[src/rtl/seq_hit_counter_display.sv]
// seq_hit_counter_display
// Counts rising edges of an upstream detection flag, shows the count as a
// hex digit on a 7-segment display. The displayed digit can be frozen
// with hold while counting continues. seg[7] (dp) shows the sticky
// overflow flag.
// Optional feature macro: SEQ_HIT_STRETCH_EN -- when defined, dp is also
// lit for STRETCH_CYCLES cycles after every counted hit.
module seq_hit_counter_display #(
  parameter int unsigned STRETCH_CYCLES = 8
) (
  input  logic       clk,
  input  logic       reset,
  input  logic       hit,
  input  logic       clear,
  input  logic       hold,
  output logic [7:0] seg,
  output logic [3:0] count,
  output logic       overflow
);

  // Hex digit to active-high segments {g,f,e,d,c,b,a}
  function automatic logic [6:0] hex_to_seg(input logic [3:0] v);
    logic [6:0] s;
    case (v)
      4'h0:    s = 7'h3F;
      4'h1:    s = 7'h06;
      4'h2:    s = 7'h5B;
      4'h3:    s = 7'h4F;
      4'h4:    s = 7'h66;
      4'h5:    s = 7'h6D;
      4'h6:    s = 7'h7D;
      4'h7:    s = 7'h07;
      4'h8:    s = 7'h7F;
      4'h9:    s = 7'h6F;
      4'hA:    s = 7'h77;
      4'hB:    s = 7'h7C;
      4'hC:    s = 7'h39;
      4'hD:    s = 7'h5E;
      4'hE:    s = 7'h79;
      4'hF:    s = 7'h71;
      default: s = 7'h00;
    endcase
    return s;
  endfunction

  logic       hit_q;
  logic [3:0] count_q,    count_d;
  logic       overflow_q, overflow_d;
  logic [3:0] disp_q,     disp_d;
  logic [7:0] seg_q,      seg_d;
  logic       event_s;
  logic       dp_s;

  // A counted event is the first cycle of a high hit level
  assign event_s = hit & ~hit_q;

`ifdef SEQ_HIT_STRETCH_EN
  localparam logic [7:0] STRETCH_LOAD = 8'(STRETCH_CYCLES);

  logic [7:0] stretch_q, stretch_d;

  // Stretch counter: (re)load on every counted event, then run down to zero
  always_comb begin
    stretch_d = stretch_q;
    if (event_s) begin
      stretch_d = STRETCH_LOAD;
    end else if (stretch_q != 8'd0) begin
      stretch_d = stretch_q - 8'd1;
    end else begin
      stretch_d = 8'd0;
    end
  end

  // Stretch counter register; reset aborts a running stretch
  always_ff @(posedge clk) begin
    if (reset) begin
      stretch_q <= 8'd0;
    end else begin
      stretch_q <= stretch_d;
    end
  end

  assign dp_s = overflow_q | (stretch_q != 8'd0);
`else
  assign dp_s = overflow_q;
`endif

  // Next-state for counter, sticky overflow, display latch and segments
  always_comb begin
    count_d    = count_q;
    overflow_d = overflow_q;
    disp_d     = disp_q;
    seg_d      = {dp_s, hex_to_seg(disp_q)};
    if (clear) begin
      count_d    = 4'd0;
      overflow_d = 1'b0;
    end else if (event_s) begin
      count_d = count_q + 4'd1;
      if (count_q == 4'hF) begin
        overflow_d = 1'b1;
      end else begin
        overflow_d = overflow_q;
      end
    end else begin
      count_d    = count_q;
      overflow_d = overflow_q;
    end
    if (hold) begin
      disp_d = disp_q;
    end else begin
      disp_d = count_q;
    end
  end

  // State registers; hit_q keeps tracking hit through clear so a held
  // level is never recounted when clear drops
  always_ff @(posedge clk) begin
    if (reset) begin
      hit_q      <= 1'b0;
      count_q    <= 4'd0;
      overflow_q <= 1'b0;
      disp_q     <= 4'd0;
      seg_q      <= 8'h3F;
    end else begin
      hit_q      <= hit;
      count_q    <= count_d;
      overflow_q <= overflow_d;
      disp_q     <= disp_d;
      seg_q      <= seg_d;
    end
  end

  assign seg      = seg_q;
  assign count    = count_q;
  assign overflow = overflow_q;

endmodule

[config.mk]
export PLATFORM = sky130hd
export DESIGN_NAME = seq_hit_counter_display
export DESIGN_NICKNAME = d
export VERILOG_FILES = /design/src/rtl/seq_hit_counter_display.sv
export SDC_FILE = /design/constraint.sdc
export NUM_CORES = 1
export LEC_CHECK = 0
export CAP_MARGIN = 10
export CORE_UTILIZATION = 30
export CTS_BUF_LIST = sky130_fd_sc_hd__clkbuf_4 sky130_fd_sc_hd__clkbuf_8
export DETAILED_ROUTE_END_ITERATION = 12
export GPL_TIMING_DRIVEN = 0
export SYNTH_ARGS = -nofsm -noshare
export SYNTH_HDL_FRONTEND = slang
export SYNTH_SLANG_ARGS = --single-unit
[constraint.sdc]
create_clock -name clk -period 3.73 [get_ports clk]
set_input_delay 0.746 -clock clk [delete_from_list [all_inputs] [get_ports clk]]
set_output_delay 0.746 -clock clk [all_outputs]
set_load 0.01 [all_outputs]
; ---- Yosys cells after proc, flatten, opt, wreduce, memory -nomap -nowiden
; Memory sizes are Yosys's and may differ from the RTL's. A register that Yosys moved wholly into a read port is not among the register bits.
; Index checks and enable logic that the tools add are counted.
[classes]
addsub = 1
n_eq_ne = 1
bitwise_logic = 2
reduce_logical = 2
[op_table]
columns = cell, n
row1 = "adder 4 x 1 -> 4 bit, second input constant", 1
row2 = "equality test 4 bit, second input constant", 1
row3 = AND reduction 2 bit, 1
row4 = OR reduction 2 bit, 1
row5 = AND 1 bit, 1
row6 = NOT 1 bit, 1
[word_totals]
regBits = 18
mem_bits_ro = 112
input_bits = 5
out_inout_bits = 13
wordCells = 12
mem_count = 1
[mem_list]
columns = name, words, width, read_ports, rd_clocked_by_memory_dff, wr, line
row1 = (name not given), 16, 7, 1, 1, 0, 24  ; case (v)

; ---- Logic depth before layout (Yosys ltp)
; Gate-level depths: netlist (run 1).
[depth]
word_depth = 3
ltp_mapped = 5
ltp_nobuf = 5

; ---- Least setup slack after synthesis (run 1)
; No wires, ideal clock.
[synth_timing]
path_kind = flip-flop to flip-flop
startpoint = register disp_q[0]
endpoint = register seg_q[3] (netlist: seg[3])
setup_time_ns = 0.122
arrival_ns = 1.280
required_ns = 3.608
path_slack_ns = 2.328
stages_incl_launch_ff = 6
n_path_buf = 0
period_less_slack_ns = 1.402
path_cell_list = dfxtp_1 inv_1 ha_1 and2b_1 nor3_1 a311o_1
[synth_lines]
columns = item, line
row1 = start: declaration, 49  ; logic [3:0] disp_q, disp_d;
row2 = start signal: assignment, 128  ; disp_q <= disp_d;
row3 = end: declaration, 50  ; logic [7:0] seg_q, seg_d;

; ---- Final worst setup path (run 1)
[layout_timing]
startpoint = register count_q[2] (netlist: count[2])
endpoint = output count[2]
[layout_lines]
columns = item, line
row1 = start: declaration, 47  ; logic [3:0] count_q, count_d;
row2 = start signal: assignment, 126  ; count_q <= count_d;
row3 = end: declaration, 17  ; output logic [3:0] count,
; No word-level cell between the ends.

==> results of run 1 <==
## cell type report
| class | instances | share of cell area, % |
|---|---|---|
| Multi-Input combinational cell | 57 | 40.5 |
| Sequential cell | 18 | 34.2 |
| Timing Repair Buffer | 15 | 14.2 |
| Tap cell | 30 | 3.56 |
| Clock buffer | 4 | 3.44 |
| Buffer | 5 | 3.08 |
| Inverter | 3 | 1.07 |
## worst paths after layout
check	end	slack, ns	depth (start not counted)
setup / recovery	count[2]	1.67	1
hold / removal	seg[7]	0.49	1
setup reg to reg	seg[3]	2.18	5
hold reg to reg	seg[7]	0.49	1
## report_power, final
part	leakage [nW]	internal (mW)	switching, mW	total, mW
clock network	0.0210	0.0595	0.0593	0.119
registers	0.146	0.194	0.00194	0.196
logic	0.246	0.0111	0.0108	0.0219
## kinds of logic (layout without fill, tap and decap cells)
kind of cell               Yosys count  after routing  synth area share (%)
and+or+nand+nor                     27             27                  17.2
buffers and inverters                8             27                  5.27
xor gates and xnor gates             2              2                  2.11
muxes                                7              7                  8.43
adders and majority gates            8              8                  12.0
AOI/OAI and AO/OA                   13             13                  11.6
DFF                                 18             18                  43.4
## per-layer routing
metal  global-route usage [%]  vias to the layer above  part of all wire (%)
met5                        0                        -                     0
met4                     2.56                        0                  0.33
met3                     6.11                        2                   4.4
met2                     21.3                       17                    50
met1                     13.0                      291                    45
li1                         -                      325                     -
## cells in the final DEF, fill, tap and decap left out
| cell | instances |
|---|---|
| a211o_1 | 1 |
| a211oi_1 | 1 |
| a21o_1 | 1 |
| a21oi_1 | 3 |
| a311o_1 | 3 |
| a311oi_1 | 1 |
| a41oi_1 | 1 |
| and2b_1 | 2 |
| buf_2 | 2 |
| buf_4 | 1 |
| buf_6 | 1 |
| clkbuf_1 | 1 |
| clkbuf_4 | 3 |
| clkbuf_8 | 1 |
| clkdlybuf4s50_1 | 15 |
| dfxtp_1 | 18 |
| ha_1 | 8 |
| inv_1 | 2 |
| inv_2 | 1 |
| mux2i_1 | 7 |
| nand2_1 | 5 |
| nand2b_1 | 2 |
| nand3b_1 | 1 |
| nand4_1 | 1 |
| nor2_1 | 5 |
| nor2b_1 | 3 |
| nor3_1 | 5 |
| o21ai_0 | 2 |
| or2_2 | 1 |
| or2b_1 | 1 |
| or3_1 | 1 |
| xnor2_1 | 1 |
| xor2_1 | 1 |
## metrics by stage
step	utilization [%]	setup WS (ns)
finish	41.4	1.67
global route	41.4	1.59
CTS	41.4	1.65
detailed placement	40.0	1.86
global placement	40.0	1.88
floorplan	-	2.33
## registers in the layout (all words and copies together) (netlist names)
| register | flops |
|---|---|
| hit_q | 1 |
| count | 4 |
| seg | 8 |
| disp_q | 4 |
| overflow | 1 |
==> impl_results.md, run 1 <==
- Top Family by Delay on Critical Path: buffers and inverters
- Post CTS Setup Buffer Count: 0
- Slowest-stage cell, CP: clkdlybuf4s50_1
- Power Dens Cells: 320 nW/um2
- Row cnt: 18
- Reg area: approximately 360 um2
- Cell count after synthesis: a little over 80
- Clk Latency, worst-skew pair: ~0.29 ns
- Hold Crit Start: overflow
- Critical path buffers and inverters: 1
- Via density: ~4.8
- Hold buffer count at CTS: 0
- Sequential element share of the synthesized area: a little over two fifths
- Setup crit start kind: register
- CTS resizes: 0
- Ant. Diodes: 0
- Fin crit share: approximately 55%
- Drt pass-1 iters: 4
- Synth Cell Area: 831 um2
- Crit Path Class: reg2out
- Layout cells sized above 1: 9.80%
- Synth area leader: dfxtp_1
- Clk_skew: 0.00111 ns
- Count leader, synth: dfxtp_1
- Synth-to-layout area growth: 27.0%
- Routed WL per cell: roughly 12 um
- Hpwl dp: 1170 um
- Achievable frequency: about 490 MHz
- Vias in the first global route: a little under 600
- CTS H-tree depth: 1
- Most frequent cells after synthesis: dfxtp_1, ha_1, mux2i_1
- NumNets Final: between 100 and 150
- EDFF count, synth: 0
- Placer Congestion: 0.814
- Total Power: 0.337 mW
- Total GRT Usage: approximately an eighth
- Sink Count: 18
- Top-level port count: 18
- Routed wire length: between 1500 and 2000 um
- Clk buf depth: 2
- Pin count of the biggest net entering global routing: 11
- CORE AREA: between 2000 and 3000 um2
- Remaining antenna violation count: 0
- Status: finished, final reports clean
- Inst Count DP: between 100 and 150
- Critical Path Source: count[2]
- Main synth FF type: dfxtp_1
- Initial core utilization: around a third
- Worst Setup End Kind: output port
- RSZ-0062 raised after global routing: false
- CTS tree: built
- IO Port Bufs: 15
- Final max-slew violation count: 0
- MaxCap Viol Count: 0
- Final hold viol count: 0
- Max IR drop VDD: ~0.00021 V
- Ys Warns: 0
- Syn nets: 96
- Hold Crit Class: reg2reg
- Relative slew slack: about four fifths
- Die footprint: slightly below 3000 um2
- Final cell count without fillers: 132
- Worst path max stage delay: slightly below 0.6 ns
- TNS Setup: 0 ns
- CP Max Fanout: 5
- CP arrival: approximately 1.3 ns
- Pleak: 0.413 nW
- Cells along the critical path: clkdlybuf4s50_1
- Fin crit period: 2.06 ns
- Initial antenna violation count: 0
- Filler cells: 272
- Synth area leaders: dfxtp_1, ha_1, mux2i_1
- Footprint of the multi-input gates: approximately 430 um2
- Worst-Margin Slew: ~0.28 ns
- Mean cell area of the mapped netlist: between 10 and 15 um2
- Setup Viol. Count Final: 0
- Yosys reg bits: 18
- Area of placed instances: a little over 1000 um2
- First-pass GRT wire length: roughly 2500 um
- Reg2reg start: disp_q[0]
- Iter 0 DRT Violations: 7
- Netlist cell types: 30
- Ys async rst share: 0%
- Die Wd: about 55 um
- Final hold slack: about 0.49 ns
- Die height: 54.6 um
- Clock Pin Slew Worst Setup and Hold Paths: approximately 0.10 ns
- Total congestion overflow: 0
- Layout Cell Area excl Fill: 1050 um2
- Worst Path Required: slightly below 3 ns
- Top-area cell type share of the netlist area: between 40 and 50%
- Remaining DRCs: 0
- DR vias: approximately 640
- Root Buffer: clkbuf_4
- TritonCTS buffer count: 3
Power figures use the tool's default switching activity.
==> inputs of run 2 (changes only) <==
clock period = 2 ns   (was 3.73 ns; I/O delays follow)
==> results of run 2 <==
The final DEF is identical to that of run 1. Status: finished, final reports clean.
Among the figures that moved: setup slack after placement 1.86 ns -> 0.470 ns; setup slack after layout 1.67 ns -> 0.290 ns; hold slack 0.495 ns -> 0.391 ns; register-to-register setup slack 2.18 ns -> 0.45 ns; total power 0.337 mW -> 0.629 mW; worst IR drop on VDD 0.000210 V -> 0.000391 V
==> inputs of run 3 (changes only) <==
SLEW_MARGIN = 40   (was unset)
==> results of run 3 <==
The final DEF is identical to that of run 1. Status: finished, final reports clean.
Among the figures that moved: setup slack after placement 1.86 ns -> 0.470 ns; setup slack after layout 1.67 ns -> 0.290 ns; hold slack 0.495 ns -> 0.391 ns; register-to-register setup slack 2.18 ns -> 0.45 ns; total power 0.337 mW -> 0.629 mW; worst IR drop on VDD 0.000210 V -> 0.000391 V
